File: config.mk
export PLATFORM = sky130hd
export DESIGN_NAME = mlp_sequencer
export DESIGN_NICKNAME = d
export VERILOG_FILES = /design/src/rtl/mlp_sequencer.sv
export SDC_FILE = /design/constraint.sdc
export NUM_CORES = 1
export LEC_CHECK = 0
export ABC_AREA = 1
export CORE_AREA = 5 5 236 238
export DETAILED_ROUTE_END_ITERATION = 8
export DIE_AREA = 0 0 241 243
export PLACE_DENSITY = 0.65
export SYNTH_ARGS = -nofsm -noshare
export SYNTH_HDL_FRONTEND = slang
export SYNTH_SLANG_ARGS = --single-unit
File: constraint.sdc
create_clock -name clk -period 1.5 [get_ports clk]
set_input_delay 0.3 -clock clk [delete_from_list [all_inputs] [get_ports clk]]
set_output_delay 0.3 -clock clk [all_outputs]
set_load 0.005 [all_outputs]
File: src/rtl/mlp_sequencer.sv
// mlp_sequencer: runs one shared `layer` datapath over L layers of an MLP.
// For each layer it streams M*N weights and M biases from parameter memory
// into holding registers, pulses layer_start, waits for layer_done and then
// feeds layer_y back as the next layer's input.
//
// Handshakes:
//   - start is sampled only in IDLE.
//   - layer_done is sampled only in WAIT.
//   - mem_rdata is valid exactly one cycle after mem_rd and is captured then.
// All of these are level-sampled on the rising edge; there is no back-pressure.
module mlp_sequencer #(
    parameter int N      = 4,
    parameter int M      = 4,
    parameter int L      = 3,
    parameter int MEM_AW = 8
) (
    input  logic                clk,
    input  logic                rst_n,
    input  logic                start,
    input  logic [N*16-1:0]     x_in,
    output logic                busy,
    output logic                done,
    output logic [M*16-1:0]     y_out,
    output logic                mem_rd,
    output logic [MEM_AW-1:0]   mem_addr,
    input  logic [15:0]         mem_rdata,
    output logic                layer_start,
    output logic [N*16-1:0]     layer_x,
    output logic [M*N*16-1:0]   layer_w,
    output logic [M*16-1:0]     layer_b,
    input  logic [M*16-1:0]     layer_y,
    input  logic                layer_done,
    output logic [2:0]          dbg_state
);

    localparam int NW = M * N;           // weight words per layer
    localparam int P  = M * N + M;       // parameter words per layer
    localparam int CW = $clog2(P + 1);   // fetch counter must reach P
    localparam int LW = $clog2(L + 1);

    localparam logic [CW-1:0]     P_C    = CW'(P);
    localparam logic [CW-1:0]     LAST_C = CW'(P - 1);
    localparam logic [LW-1:0]     LLAST  = LW'(L - 1);
    localparam logic [MEM_AW-1:0] STRIDE = MEM_AW'(P);

    typedef enum logic [2:0] {
        S_IDLE  = 3'd0,
        S_FETCH = 3'd1,
        S_START = 3'd2,
        S_WAIT  = 3'd3,
        S_DONE  = 3'd4
    } state_t;

    state_t              state_q, state_d;
    logic [CW-1:0]       rd_cnt_q;    // words requested in this layer
    logic                cap_vld_q;   // a read was issued last cycle
    logic [CW-1:0]       cap_idx_q;   // slot the returning word belongs to
    logic [MEM_AW-1:0]   base_q;      // first word of the current layer
    logic [LW-1:0]       lidx_q;
    logic [N*16-1:0]     act_q;
    logic [M*16-1:0]     y_q;
    logic [M*N*16-1:0]   w_q;
    logic [M*16-1:0]     b_q;
    logic                last_cap;

    assign last_cap    = cap_vld_q && (cap_idx_q == LAST_C);
    assign layer_x     = act_q;
    assign layer_w     = w_q;
    assign layer_b     = b_q;
    assign y_out       = y_q;

    // State register.
    always_ff @(posedge clk or negedge rst_n) begin
        if (!rst_n) state_q <= S_IDLE;
        else        state_q <= state_d;
    end

    // Next-state and decoded outputs; reads stop once all P words are requested.
    always_comb begin
        state_d     = state_q;
        busy        = 1'b0;
        done        = 1'b0;
        layer_start = 1'b0;
        mem_rd      = 1'b0;
        mem_addr    = '0;
        dbg_state   = state_q;
        case (state_q)
            S_IDLE: begin
                if (start) state_d = S_FETCH;
            end
            S_FETCH: begin
                busy = 1'b1;
                if (rd_cnt_q < P_C) begin
                    mem_rd   = 1'b1;
                    mem_addr = base_q + MEM_AW'(rd_cnt_q);
                end
                if (last_cap) state_d = S_START;
            end
            S_START: begin
                busy        = 1'b1;
                layer_start = 1'b1;
                state_d     = S_WAIT;
            end
            S_WAIT: begin
                busy = 1'b1;
                if (layer_done) state_d = (lidx_q == LLAST) ? S_DONE : S_FETCH;
            end
            S_DONE: begin
                done    = 1'b1;
                state_d = S_IDLE;
            end
            default: state_d = S_IDLE;
        endcase
    end

    // Fetch bookkeeping, activation buffer, layer index and final result.
    always_ff @(posedge clk or negedge rst_n) begin
        if (!rst_n) begin
            rd_cnt_q  <= '0;
            cap_vld_q <= 1'b0;
            cap_idx_q <= '0;
            base_q    <= '0;
            lidx_q    <= '0;
            act_q     <= '0;
            y_q       <= '0;
        end else begin
            cap_vld_q <= mem_rd;
            cap_idx_q <= rd_cnt_q;
            case (state_q)
                S_IDLE: begin
                    if (start) begin
                        act_q    <= x_in;
                        lidx_q   <= '0;
                        base_q   <= '0;
                        rd_cnt_q <= '0;
                    end
                end
                S_FETCH: begin
                    if (mem_rd) rd_cnt_q <= rd_cnt_q + CW'(1);
                end
                S_WAIT: begin
                    if (layer_done) begin
                        act_q    <= layer_y;
                        lidx_q   <= lidx_q + LW'(1);
                        base_q   <= base_q + STRIDE;
                        rd_cnt_q <= '0;
                        if (lidx_q == LLAST) y_q <= layer_y;
                    end
                end
                default: ;
            endcase
        end
    end

    // Steer each returning parameter word into its weight or bias slot.
    always_ff @(posedge clk or negedge rst_n) begin
        if (!rst_n) begin
            w_q <= '0;
            b_q <= '0;
        end else if (cap_vld_q) begin
            for (int k = 0; k < NW; k++) begin
                if (cap_idx_q == CW'(k)) w_q[k*16 +: 16] <= mem_rdata;
            end
            for (int j = 0; j < M; j++) begin
                if (cap_idx_q == CW'(NW + j)) b_q[j*16 +: 16] <= mem_rdata;
            end
        end
    end

endmodule

After elaboration in Yosys (flattened, before gate mapping) --
Cells that the tools add are included.
Cells by class: $add $sub $neg 4, multiply operators 0, divide/modulo/power cells 0, order comparisons 1, equality and inequality tests 28, shift-type cells 0, mux-type cells 25, bitwise operators 0, reduce and logical (&&, ||, !) cells 30
Operators by type and width (number):
- 64-bit two-way mux | 2
- 64-bit case mux with 2 select lines | 1
- 5-bit by 4-bit equality test with 1-bit output (second input constant) | 8
- 2-bit AND reduction | 20
- 8-bit two-way mux | 4
- 5-bit by 3-bit equality test with 1-bit output (second input constant) | 4
- 5-bit equality test (second input constant) | 4
- 8-bit case mux with 2 select lines | 1
- 5-bit two-way mux | 3
- 5-bit case mux with 3 select lines | 1
- 3-bit two-way mux | 4
- 3-bit case mux with 4 select lines | 1
- 5-bit by 2-bit equality test with 1-bit output (second input constant) | 2
- 3-bit AND reduction | 3
- 8-bit by 5-bit adder with 8-bit output | 1
- 8-bit by 5-bit adder with 8-bit output (second input constant) | 1
- 2-bit inequality test (second input constant) | 4
- 3-bit by 2-bit equality test with 1-bit output (second input constant) | 2
- 5-bit by 1-bit adder with 5-bit output (second input constant) | 1
- 5-bit by 1-bit equality test with 1-bit output (second input constant) | 1
- 5-bit logical NOT | 1
- 5-bit < comparator (second input constant) | 1
- 1-bit two-way mux | 5
- 2-bit two-way mux | 2
- other kinds (11) | 11
Word-level totals: register bits 472, bits in latches 0, memory bits (writable) 0, bits in read-only memories 0, input bits 148, word-level logic and storage cells 116, memories 0

Depth between registers and ports, before layout --
word-level depth 5, mapped depth 10

Worst setup path after synthesis --
OpenSTA, ideal clock, no wires.
kind register to output, start register state_q[2], in the netlist dbg_state[2], end output port mem_addr[6], arrival 1222 ps, slack -22 ps, stages on the path, launching flop included 8, buffers on the path 0, path through dfrtp_1 > inv_2 > nand2_1 > nor2_1 > nand2_1 > clkinv_1 > nand3_1 > nor2_1
Between the ends: longest elaborated chain between the ends 2
Ends and longest elaborated chain:
- start: declaration | RTL line 54 | state_t state_q, state_d;
- start signal: assignment | RTL line 75 | else state_q <= state_d;
- 3-bit by 1-bit equality test with 1-bit output | RTL line 87 | case (state_q)
- 8-bit two-way mux | RTL line 87
- end: declaration | RTL line 25 | output logic [MEM_AW-1:0] mem_addr,
Every way passes these cells.

Worst setup path in the final report --
start register rd_cnt_q[3], end output port mem_addr[6]
Between the ends: longest elaborated chain between the ends 3, elaborated cells between the ends (all ways) 4, classes of those cells add/sub: 1; order compare: 1; mux: 2
Ends and longest elaborated chain:
- start: declaration | RTL line 55 | logic [CW-1:0] rd_cnt_q;
- start signal: assignment | RTL line 139 | if (mem_rd) rd_cnt_q <= rd_cnt_q + CW'(1);
- 8-bit by 5-bit adder with 8-bit output / 5-bit < comparator (equally long branches) | RTL line 95, 93
- 8-bit two-way mux * | RTL line 93 | if (rd_cnt_q < P_C) begin
- 8-bit two-way mux * | RTL line 87
Mark *: on every way between the ends. The rest lies on a longest branch, timed or not.

==> summary.md <==
| Metric | Value |
|---|---|
| CP bufs+invs | 1 |
| Root buffer cell | clkbuf_16 |
| Setup Viol. Count Final | 159 |
| FMAX | roughly 450 MHz |
| Core Region | approximately 53000 sq um |
| Synth area leaders | dfrtp_1 65%, nand2_1 15%, o21ai_0 11% |
| Mapped Area | 18120 sq um |
| Largest net degree at the start of global routing | around 70 |
| Worst setup margin | -0.7156 ns |
| Chip Height | 243 microns |
| Fin. max-slew vios | 0 |
| Final clock period utilization by the worst path | 1.477 |
| Syn Area/Cell | 9.242 sq um |
| Initial antenna violation count | 2 |
| Total CTS buffers | 52 |
| CTS clk-pin slew, worst paths | 0.06 ns |
| GP Congestion | 0.9035 |
| Clk pwr share | 0.207 |
| Max Cap Viol | 0 |
| #FFs+latches synth | 470 |
| Switching part of the total | 0.3729 |
| Initial Utilization | 0.3395 |
| Smallest hold slack | 0.1769 ns |
| Die width | between 200 and 250 microns |
| WL final | roughly 80000 microns |
| GRT Resource Usage Total | 0.2322 |
| Worst-margin pin slew | 0.3751 ns |
| Leakage | 0.01508 uW |
| CP Data Required Time | 1.20 ns |
| Dpl hpwl | 48690 microns |
| RSZ-0062 raised after global routing | true |
| H-tree depth | 2 |
| Startpoint Class | register |
| Power density over cell area | 2110 nW/um^2 |
| Mapped Cells | around 2000 |
| FFs w/ async S/R, synth | 1.000 |
| DRC violations left | 0 |
| Slowest CP cell | dfrtp_1 |
| CTS sink cnt | 470 |
| Synth cell count leaders | 725 x nand2_1, 470 x dfrtp_1, 382 x o21ai_0 |
| Area growth, synth to finish | 63.26% |
| Combinational Power Share | 0.448 |
| Layout Skew | 0.02075 ns |
| Total gr overflow | 0 |
| CTS tree | done |
| Drt wl/cell | ~22 microns |
| Crit Path Max Fanout | 3 |
| Count leader, synth | nand2_1 |
| Global-route wire length before repair | 105700 microns |
| Worst-skew pair later-pin latency | 0.59 ns |
| P_int | 39150 uW |
| Synth Warn # | 0 |
| Synth cell types | 22 |
| Core Rows | 85 |
| Seq/Total Area, Yosys | 0.6489 |
| Vias in the first global route | 17090 |
| Initial DRC Count | ~1200 |
| VDD IR-drop max | 0.001258 V |
| Yosys top cell area share | 0.6489 |
| Critical Path AT | 1.92 ns |
| Pre-CTS setup slack | -0.5913 ns |
| Final Core Density | 0.5542 |
| Synth Flop Type | dfrtp_1 |
| Die area | 58560 sq um |
| Via density | approximately 5 |
| Layout cells sized above 1 | 0.4168 |
| Reg area | roughly 12000 sq um |
| Critical Path Max Stage Delay | around 0.42 ns |
| Post-Syn Nets | around 2100 |
| P_sw | 23280 uW |
| Max_slew headroom | 0.7499 |
| Worst setup EP type | output pin |
| # IOs | 611 |
| Fillers | 4605 |
| Cell Chain, Critical Path | ha_4, nand2_4, nand2_4, nand2_4, a21oi_2, nor2_1, nor2_1, buf_2 |
| Failing checks | negative setup slack |
| Final hold vios | 0 |
| Worst setup path class | register to output pin |
| Most frequent CP cell | nand2_4 |
| CP top delay family | flip-flops |
| Yosys top cell by area | dfrtp_1 |
| Outcome | finished with violations |
| Footprint of the multi-input gates | around 7000 sq um |
| Seq pwr share | 0.345 |
| Post-DRT Antenna Nets | 0 |
| Number of synthesized flops with an enable pin | 0 |
| Via count | 17630 |
| NumNets Final | 2940 |
| Total iterations of the first detailed-routing run | 5 |
| Period minus WS final | approximately 2.2 ns |
| I/O Buffers | approximately 600 |
| Hold/Removal Path Class | primary input to asynchronous set/reset pin |
| Worst-case clock buffer depth | 3 |
## through the flow
step                total power, uW  area (sq um)  std cells  TNS (ns)
detailed placement            44830         26110       3253    -25.59
finish                        62430         29590       3523    -61.74
global route                  65970         29590       3523    -71.83
floorplan                     28660         18130       1961         0
global placement              44220         26110       3253    -22.87
CTS                           57640         27150       3465    -45.60
## cell type report
class	count	area share
Antenna cell	1	0.00008457
Clock buffer	73	0.05277
Clock inverter	21	0.006174
Inverter	108	0.01404
Multi-Input combinational cell	1246	0.2355
Sequential cell	470	0.3977
Tap cell	696	0.02943
Timing Repair Buffer	908	0.2643
## kinds of logic (layout without fill, tap and decap cells)
group | count (synthesis) | in the layout | share of synthesized area
and+or+nand+nor | 778 | 778 | 0.1647
DFF | 470 | 470 | 0.6489
AOI/OAI and AO/OA | 460 | 460 | 0.1274
buffers and inverters | 245 | 1110 | 0.05392
adders and majority gates | 6 | 6 | 0.004142
xor gates and xnor gates | 2 | 2 | 0.0009667
other | 0 | 1 | 0
## metal layers
layer | vias up | track usage | routed length [microns]
met3 | 196 | 0.06334 | 6759
met4 | 0 | 0.07567 | 3684
met1 | 8648 | 0.2953 | 29660
met5 | - | 0 | 0
li1 | 7926 | - | -
met2 | 857 | 0.3853 | 38340
## worst register-to-register path, delay by kind of cell, from the launching register on
| family | cells | cell delay [ns] |
|---|---|---|
| AND/OR/NAND/NOR | 5 | 0.51 |
| flip-flops | 1 | 0.41 |
| buffers and inverters | 7 | 0.98 |
## flip-flops by register name, indices dropped and copies added (netlist names)
name	count
layer_w	256
layer_b	64
layer_x	64
y_out	64
base_q	6
cap_idx_q	5
rd_cnt_q	5
dbg_state	3
lidx_q	2
cap_vld_q	1
## power by group through the flow
stage / registers (uW) / logic (uW) / clock network (uW)
after floorplan: 21200 / 7500 / 0
after global placement: 21000 / 23300 / 0
after detailed placement: 21200 / 23700 / 0
after CTS: 20900 / 23700 / 13100
after global routing: 22100 / 30200 / 13700
final: 21500 / 28000 / 12900
## worst paths after layout
path	from	end	slack (ns)	cells after the start
max	rd_cnt_q[3]$_DFFE_PN0P_	mem_addr[6]	-0.72	8
min	rst_n	y_out[19]$_DFFE_PN0P_	0.18	2
max reg2reg	dbg_state[2]$_DFFE_PN0P_	layer_x[21]$_DFFE_PN0P_	-0.49	12
min reg2reg	lidx_q[0]$_DFFE_PN0P_	lidx_q[0]$_DFFE_PN0P_	0.46	1
max in group asynchronous	rst_n	layer_w[109]$_DFFE_PN0P_	0.55	4
min in group clk	layer_y[34]	y_out[34]$_DFFE_PN0P_	0.27	3
## what timing repair did
action	in CTS	in global routing
resized for setup	1917	617
endpoints found under the hold margin	236	0
hold buffers	1	0
gates cloned	13	40
endpoints found under the setup margin	549	400
pin swaps	11	117
buffers inserted	106	27
## placed cells by master (no fill, tap or decap), types with 13 or more instances in the layout
| cell type | n |
|---|---|
| nand2_1 | 498 |
| dfrtp_1 | 466 |
| buf_2 | 431 |
| o21ai_0 | 234 |
| o21ai_1 | 164 |
| buf_4 | 157 |
| clkdlybuf4s50_1 | 146 |
| nand2_2 | 121 |
| nand2_4 | 101 |
| inv_1 | 100 |
| clkbuf_16 | 80 |
| buf_12 | 64 |
| o21ai_2 | 54 |
| buf_6 | 40 |
| clkbuf_2 | 20 |
| clkbuf_8 | 16 |
| buf_16 | 14 |
| nor2_1 | 13 |
Note: power is estimated with default switching activity, not from simulation.
